File: src/rtl/perceptron_proto_pkg.sv
// rtl/perceptron_proto_pkg.sv - perceptron byte-protocol constants shared by host and slave
package perceptron_proto_pkg;

  typedef enum logic [7:0] {
    OP_READ          = 8'd5,
    OP_WRITE_WEIGHTS = 8'd50,
    OP_WRITE_INPUTS  = 8'd51
  } op_byte_e;

  typedef enum logic [7:0] {
    RESP_OK  = 8'd101,
    RESP_ERR = 8'd102
  } resp_byte_e;

  typedef enum logic [1:0] {
    CMD_WRITE_WEIGHTS = 2'd0,
    CMD_WRITE_INPUTS  = 2'd1,
    CMD_READ          = 2'd2,
    CMD_RESERVED      = 2'd3
  } cmd_op_e;

  localparam logic [2:0] WR_PAYLOAD_BYTES = 3'd4;
  localparam logic [2:0] WR_REPLY_BYTES   = 3'd1;
  localparam logic [2:0] RD_REPLY_BYTES   = 3'd6;

  function automatic logic [7:0] cmd_opcode(input cmd_op_e op);
    case (op)
      CMD_WRITE_WEIGHTS: cmd_opcode = OP_WRITE_WEIGHTS;
      CMD_WRITE_INPUTS:  cmd_opcode = OP_WRITE_INPUTS;
      CMD_READ:          cmd_opcode = OP_READ;
      default:           cmd_opcode = 8'd0;
    endcase
  endfunction

endpackage

File: src/rtl/phm_tx_sequencer.sv
// rtl/phm_tx_sequencer.sv - sends opcode plus optional payload bytes through the UART TX handshake
module phm_tx_sequencer (
  input  logic        clk,
  input  logic        rst_n,
  input  logic        start_i,
  input  logic [7:0]  opcode_i,
  input  logic [31:0] payload_i,
  input  logic [2:0]  payload_len_i,
  input  logic        tx_busy_i,
  output logic [7:0]  tx_byte_o,
  output logic        tx_send_o,
  output logic        sending_op_o,
  output logic        done_o
);

  typedef enum logic [2:0] {
    T_IDLE,
    T_SEND_OP,
    T_GAP,
    T_WAIT,
    T_SEND_DATA
  } tx_state_e;

  tx_state_e   state_q, state_d;
  logic [7:0]  byte_q, byte_d;
  logic [31:0] payload_q, payload_d;
  logic [2:0]  left_q, left_d;

  always_ff @(posedge clk or negedge rst_n) begin
    if (!rst_n) begin
      state_q   <= T_IDLE;
      byte_q    <= 8'd0;
      payload_q <= 32'd0;
      left_q    <= 3'd0;
    end else begin
      state_q   <= state_d;
      byte_q    <= byte_d;
      payload_q <= payload_d;
      left_q    <= left_d;
    end
  end

  always_comb begin
    state_d   = state_q;
    byte_d    = byte_q;
    payload_d = payload_q;
    left_d    = left_q;
    tx_send_o = 1'b0;
    done_o    = 1'b0;
    case (state_q)
      T_IDLE: begin
        if (start_i) begin
          byte_d    = opcode_i;
          payload_d = payload_i;
          left_d    = payload_len_i;
          state_d   = T_SEND_OP;
        end
      end
      T_SEND_OP, T_SEND_DATA: begin
        if (!tx_busy_i) begin
          tx_send_o = 1'b1;
          state_d   = T_GAP;
        end
      end
      T_GAP: state_d = T_WAIT;
      T_WAIT: begin
        if (!tx_busy_i) begin
          if (left_q == 3'd0) begin
            done_o  = 1'b1;
            state_d = T_IDLE;
          end else begin
            // Payload goes out MSB first; byte_q stays put until the UART is done with it.
            byte_d    = payload_q[31:24];
            payload_d = {payload_q[23:0], 8'h00};
            left_d    = left_q - 3'd1;
            state_d   = T_SEND_DATA;
          end
        end
      end
      default: state_d = T_IDLE;
    endcase
  end

  assign tx_byte_o    = byte_q;
  assign sending_op_o = (state_q == T_SEND_OP);

endmodule

File: src/rtl/perceptron_host_master.sv
// rtl/perceptron_host_master.sv - host-side perceptron protocol initiator over a UART byte pair
// Optional per-byte reply timeout is built when PHM_TIMEOUT_EN is defined.
module perceptron_host_master
  import perceptron_proto_pkg::*;
#(
  parameter int TIMEOUT_CYCLES = 1200000
) (
  input  logic        clk,
  input  logic        rst_n,
  input  logic        cmd_valid_i,
  output logic        cmd_ready_o,
  input  logic [1:0]  cmd_op_i,
  input  logic [31:0] cmd_data_i,
  output logic [7:0]  tx_byte_o,
  output logic        tx_send_o,
  input  logic        tx_busy_i,
  input  logic [7:0]  rx_byte_i,
  input  logic        rx_ready_i,
  output logic        rx_clear_o,
  output logic        rsp_valid_o,
  output logic        rsp_err_o,
  output logic [7:0]  rsp_code_o,
  output logic [15:0] rd_weight1_o,
  output logic [15:0] rd_weight2_o,
  output logic [15:0] rd_result_o,
  output logic        busy_o
);

  typedef enum logic [2:0] {
    S_IDLE,
    S_TX,
    S_RX_FLUSH,
    S_RX_WAIT,
    S_RX_TAKE,
    S_RSP
  } state_e;

  state_e      state_q, state_d;
  logic        is_read_q, is_read_d;
  logic [2:0]  rx_cnt_q, rx_cnt_d;
  logic [39:0] shadow_q, shadow_d;
  logic [47:0] rd_q, rd_d;
  logic        err_q, err_d;
  logic [7:0]  code_q, code_d;
  logic        seq_start, seq_send_op, seq_done, timeout;
  logic [7:0]  seq_opcode;
  logic [2:0]  seq_len;
  cmd_op_e     cmd_op;

  assign cmd_op     = cmd_op_e'(cmd_op_i);
  assign seq_opcode = cmd_opcode(cmd_op);
  assign seq_len    = (cmd_op == CMD_READ) ? 3'd0 : WR_PAYLOAD_BYTES;

  phm_tx_sequencer u_tx_seq (
    .clk          (clk),
    .rst_n        (rst_n),
    .start_i      (seq_start),
    .opcode_i     (seq_opcode),
    .payload_i    (cmd_data_i),
    .payload_len_i(seq_len),
    .tx_busy_i    (tx_busy_i),
    .tx_byte_o    (tx_byte_o),
    .tx_send_o    (tx_send_o),
    .sending_op_o (seq_send_op),
    .done_o       (seq_done)
  );

`ifdef PHM_TIMEOUT_EN
  localparam logic [23:0] TIMEOUT_LAST = 24'(TIMEOUT_CYCLES - 1);
  logic [23:0] timer_q;

  // Any state other than RX_WAIT holds the timer at zero, so it restarts per reply byte.
  always_ff @(posedge clk or negedge rst_n) begin
    if (!rst_n) begin
      timer_q <= 24'd0;
    end else if (state_q != S_RX_WAIT) begin
      timer_q <= 24'd0;
    end else begin
      timer_q <= timer_q + 24'd1;
    end
  end

  assign timeout = (state_q == S_RX_WAIT) && (timer_q == TIMEOUT_LAST);
`else
  logic unused_timeout_cfg;
  assign unused_timeout_cfg = |TIMEOUT_CYCLES;
  assign timeout            = 1'b0;
`endif

  always_ff @(posedge clk or negedge rst_n) begin
    if (!rst_n) begin
      state_q   <= S_IDLE;
      is_read_q <= 1'b0;
      rx_cnt_q  <= 3'd0;
      shadow_q  <= 40'd0;
      rd_q      <= 48'd0;
      err_q     <= 1'b0;
      code_q    <= 8'd0;
    end else begin
      state_q   <= state_d;
      is_read_q <= is_read_d;
      rx_cnt_q  <= rx_cnt_d;
      shadow_q  <= shadow_d;
      rd_q      <= rd_d;
      err_q     <= err_d;
      code_q    <= code_d;
    end
  end

  always_comb begin
    state_d    = state_q;
    is_read_d  = is_read_q;
    rx_cnt_d   = rx_cnt_q;
    shadow_d   = shadow_q;
    rd_d       = rd_q;
    err_d      = err_q;
    code_d     = code_q;
    seq_start  = 1'b0;
    rx_clear_o = 1'b0;
    case (state_q)
      S_IDLE: begin
        // Late duplicates from the slave are dropped here without touching rsp_code.
        rx_clear_o = rx_ready_i;
        if (cmd_valid_i) begin
          if (cmd_op == CMD_RESERVED) begin
            err_d   = 1'b1;
            code_d  = 8'd0;
            state_d = S_RSP;
          end else begin
            seq_start = 1'b1;
            is_read_d = (cmd_op == CMD_READ);
            rx_cnt_d  = (cmd_op == CMD_READ) ? RD_REPLY_BYTES : WR_REPLY_BYTES;
            shadow_d  = 40'd0;
            state_d   = S_TX;
          end
        end
      end
      S_TX: begin
        rx_clear_o = rx_ready_i & seq_send_op;
        if (seq_done) state_d = S_RX_FLUSH;
      end
      S_RX_FLUSH: state_d = S_RX_WAIT;
      S_RX_WAIT: begin
        if (rx_ready_i) begin
          state_d = S_RX_TAKE;
        end else if (timeout) begin
          err_d   = 1'b1;
          code_d  = 8'd0;
          state_d = S_RSP;
        end
      end
      S_RX_TAKE: begin
        rx_clear_o = 1'b1;
        shadow_d   = {shadow_q[31:0], rx_byte_i};
        rx_cnt_d   = rx_cnt_q - 3'd1;
        if (rx_cnt_q == 3'd1) begin
          code_d  = rx_byte_i;
          state_d = S_RSP;
          if (is_read_q) begin
            err_d = 1'b0;
            rd_d  = {shadow_q, rx_byte_i};
          end else begin
            err_d = (rx_byte_i != RESP_OK);
          end
        end else begin
          state_d = S_RX_WAIT;
        end
      end
      S_RSP: state_d = S_IDLE;
      default: state_d = S_IDLE;
    endcase
  end

  assign cmd_ready_o  = (state_q == S_IDLE);
  assign busy_o       = ~cmd_ready_o;
  assign rsp_valid_o  = (state_q == S_RSP);
  assign rsp_err_o    = err_q;
  assign rsp_code_o   = code_q;
  assign rd_weight1_o = rd_q[47:32];
  assign rd_weight2_o = rd_q[31:16];
  assign rd_result_o  = rd_q[15:0];

endmodule

File: config.mk
export PLATFORM = sky130hd
export DESIGN_NAME = perceptron_host_master
export DESIGN_NICKNAME = d
export VERILOG_FILES = /design/src/rtl/perceptron_proto_pkg.sv /design/src/rtl/phm_tx_sequencer.sv /design/src/rtl/perceptron_host_master.sv
export SDC_FILE = /design/constraint.sdc
export NUM_CORES = 1
export LEC_CHECK = 0
export CAP_MARGIN = 20
export CORE_MARGIN = 10
export CORE_UTILIZATION = 30
export DETAILED_ROUTE_END_ITERATION = 12
export HOLD_SLACK_MARGIN = 0.06
export PLACE_DENSITY = 0.57
export SETUP_SLACK_MARGIN = 0.1
export SYNTH_ARGS = -nofsm -noshare
export SYNTH_HDL_FRONTEND = slang
export SYNTH_SLANG_ARGS = --single-unit
File: constraint.sdc
create_clock -name clk -period 2.4 [get_ports clk]
set_clock_uncertainty 0.15 [all_clocks]
set_input_delay 0.48 -clock clk [delete_from_list [all_inputs] [get_ports clk]]
set_output_delay 0.48 -clock clk [all_outputs]
set_load 0.1 [all_outputs]
==> impl_metrics.ini <==
[finish]
layout-drive-gt1-share_pct = 36.6
fill_cells = 1939
post-route-util_pct = 41.1
finalNonFillerCells = 917
area_delta_synth_final_pct = 35.4
layout.nets = 684
diodes = 0

[route]
drt_iter0_drc = 217
route.vias.total = 4163
drt-vias-per-instance = 4.54
drc = 0
drt-total-wl_mm = 15.0
drtAntennaViolNets = 0
wire_per_inst_um = 16.4
first_pass_iters = 4

[clock_tree]
cts-buffers-inserted = 17
htree_levels = 4
cts_tree = built
cts.clk_slew.worst_paths_ns = 0.07
cts_sinks = 150
cts_root_buf = clkbuf_16
cts.path.max_buffers = 2
clock_latency_ns = 0.42

[power_and_ir_drop]
total_power_mw = 9.28
p_per_area_mw_per_mm2 = 1080
ir_worst_vdd_uv = 929
p_leak_nw = 4.20

[floorplan]
die_x_um = 165
num_io_pins = 117
dieArea_mm2 = 0.0274
initial_core_util_pct = 30.4
rows = 53
coreArea_mm2 = 0.0209
die_y_um = 165

[synthesis]
synth_area_leader_cell = dfrtp_1
synth_flop_cell = dfrtp_1
synthTopCellsByArea = dfrtp_1 (59%), mux2_2 (12%), a22o_1 (4.4%), mux2_4 (4.3%), nand2_1 (3.4%)
synthArstFlopShare_pct = 100
synth-edff-count = 0
syn_area_mm2 = 0.00634
syn_inst = 490
ys_warn_count = 0
syn-num-nets = 545
synth_top_area_share_pct = 59.2
ys_seq_elements = 150
synth_area_per_cell_um2 = 12.9
ys_seq_area_share_pct = 59.2
ys_types = 37

[worst_setup_path]
cp_data_required_time_ns = 1.77
cpPeakStageDelay_ns = 0.47
crit_path_end_kind = output pin
critPathTopFamily = flip-flops
path_cells = nand3b_1 -> a211oi_4 -> buf_12
cpMaxStageDelayCell = dfrtp_2
cp_max_fo = 6
crit_arrival_ns = 1.68
cp.buffers_inverters = 1
path_class = flip-flop to output pin
cp-start-kind = flip-flop

[sta]
rsz0062_at_grt = true
fin_ws_ns = 0.0919
setup_viol = 0
slew_viol_final = 0
finalCritPeriodShare_pct = 96.2
tightest_slew_ns = 0.508
period_minus_slack_ns = 2.31
fmax_mhz = 433
slew_headroom_pct = 66.1
hold_violations = 0

[grt]
grt_pass1_vias = 4511
antenna_found_initial = 0
grt_max_degree = 55
overflow = 0
grt_pass1_wl_mm = 24.8
grt.total_usage_pct = 11.4

[place]
dp_cells = 878
pre_cts_ws_ns = -0.143
place.detailed.hpwl_mm = 10.8
io_buffers = 116
place_congestion = 0.788

[outcome]
status = finished clean

[hold_path]
hp-class = flip-flop to flip-flop

[run]
cap_violations = 0
==> cell usage after synthesis, types with 2 or more instances <==
cell / number
a211oi_1: 3
a21o_1: 2
a21oi_1: 5
a22o_1: 32
and3b_1: 2
buf_2: 11
buf_4: 3
buf_6: 3
clkbuf_1: 10
dfrtp_1: 150
ha_1: 8
inv_1: 25
mux2_1: 2
mux2_2: 68
mux2_4: 18
mux2i_1: 21
nand2_1: 57
nand2b_1: 4
nand3_1: 2
nor2_1: 13
nor2b_1: 4
nor3_1: 3
nor4bb_1: 2
o21ai_0: 26
o21ai_1: 2
o22ai_1: 2
xnor2_1: 2
==> worst register-to-register path, cell delays in order (launching register included) <==
cell     delay [ns]
dfrtp_2        0.51
nor2_1         0.33
nand4_1        0.20
nand2_2        0.14
buf_12         0.22
mux2_2         0.38
==> placed cells by master (no fill, tap or decap), types with 3 or more instances in the layout <==
master / count
dfrtp_1: 145
buf_4: 88
mux2_2: 68
nand2_1: 57
clkdlybuf4s50_1: 45
a22o_1: 32
o21ai_0: 26
inv_1: 24
mux2i_1: 21
mux2_4: 18
clkbuf_16: 17
nor2_1: 11
buf_12: 11
ha_1: 8
a21oi_1: 5
inv_8: 5
dfrtp_2: 5
nor2b_1: 4
nand2b_1: 4
inv_6: 3
==> metrics by stage <==
stage | setup TNS (ns) | hold slack, ns | area (µm²)
final | 0 | 0.338 | 8590
after global routing | 0 | 0.366 | 8590
after CTS | 0 | 0.340 | 8550
after detailed placement | -4.52 | 0.326 | 7890
after global placement | -2.05 | 0.312 | 7890
after floorplan | -0.922 | 0.0344 | 6370
==> cell families after synthesis <==
logic type | after synthesis | synth area share (%)
AO/OA/AOI/OAI | 76 | 8.33
XOR/XNOR | 2 | 0.276
adder cells (fa/ha/maj) | 8 | 1.58
buffers and inverters | 52 | 3.83
flip-flops | 150 | 59.2
multiplexers | 109 | 20.0
AND/OR/NAND/NOR | 93 | 6.79
==> layout make-up <==
cell class | instances | area [µm²] | area share (%)
Clock inverter | 15 | 188 | 2.19
Sequential cell | 150 | 3760 | 43.8
Clock buffer | 17 | 425 | 4.95
Inverter | 25 | 93.8 | 1.09
Timing Repair Buffer | 147 | 1360 | 15.9
Multi-Input combinational cell | 288 | 2410 | 28.1
Tap cell | 275 | 344 | 4.01
==> worst paths after layout <==
check / slack, ns / end / from / cells past startpoint
worst min register to register: 0.34 / rx_cnt_q[1]$_DFFE_PN0P_ / rx_cnt_q[1]$_DFFE_PN0P_ / 1
worst max register to register: 0.37 / u_tx_seq.payload_q[22]$_DFFE_PN0P_ / state_q[0]$_DFFE_PN0P_ / 5
worst min-delay path: 0.34 / rx_cnt_q[1]$_DFFE_PN0P_ / rx_cnt_q[1]$_DFFE_PN0P_ / 1
max in group asynchronous: 1.01 / u_tx_seq.state_q[2]$_DFFE_PN0P_ / rst_n / 3
min in group asynchronous: 0.44 / rd_q[10]$_DFFE_PN0P_ / rst_n / 2
worst max-delay path: 0.09 / rx_clear_o / u_tx_seq.state_q[1]$_DFFE_PN0P_ / 3
==> sequential cells by signal, summed over array words and instances (netlist names) <==
signal              count
rd_q                   48
shadow_q               40
u_tx_seq.payload_q     32
rsp_code_o              8
u_tx_seq.tx_byte_o      8
rx_cnt_q                3
state_q                 3
u_tx_seq.left_q         3
u_tx_seq.state_q        3
is_read_q               1
rsp_err_o               1
==> repair_timing <==
action                                  CTS  global route
pin swaps                                 2             1
buffers inserted                          3             3
endpoints found under the hold margin    51             0
resized for setup                         3             7
endpoints found under the setup margin    2             4
hold buffers                              1             0
==> layer usage <==
layer / global-route usage, % / vias to the layer above / wire length [µm]
met3: 4.36 / 15 / 1130
li1: - / 1991 / -
met2: 17.0 / 111 / 6870
met4: 3.51 / 0 / 169
met5: 0 / - / 0
met1: 15.0 / 2046 / 6870
==> power breakdown <==
part	internal [mW]	switching, mW	total [mW]	leakage [nW]
Sequential	3.06	0.354	3.41	1.96
Combinational	1.23	1.90	3.14	1.94
Clock	1.58	1.16	2.74	0.297
Total	5.87	3.41	9.28	4.20
No activity file was read; power rests on OpenSTA's default activity.
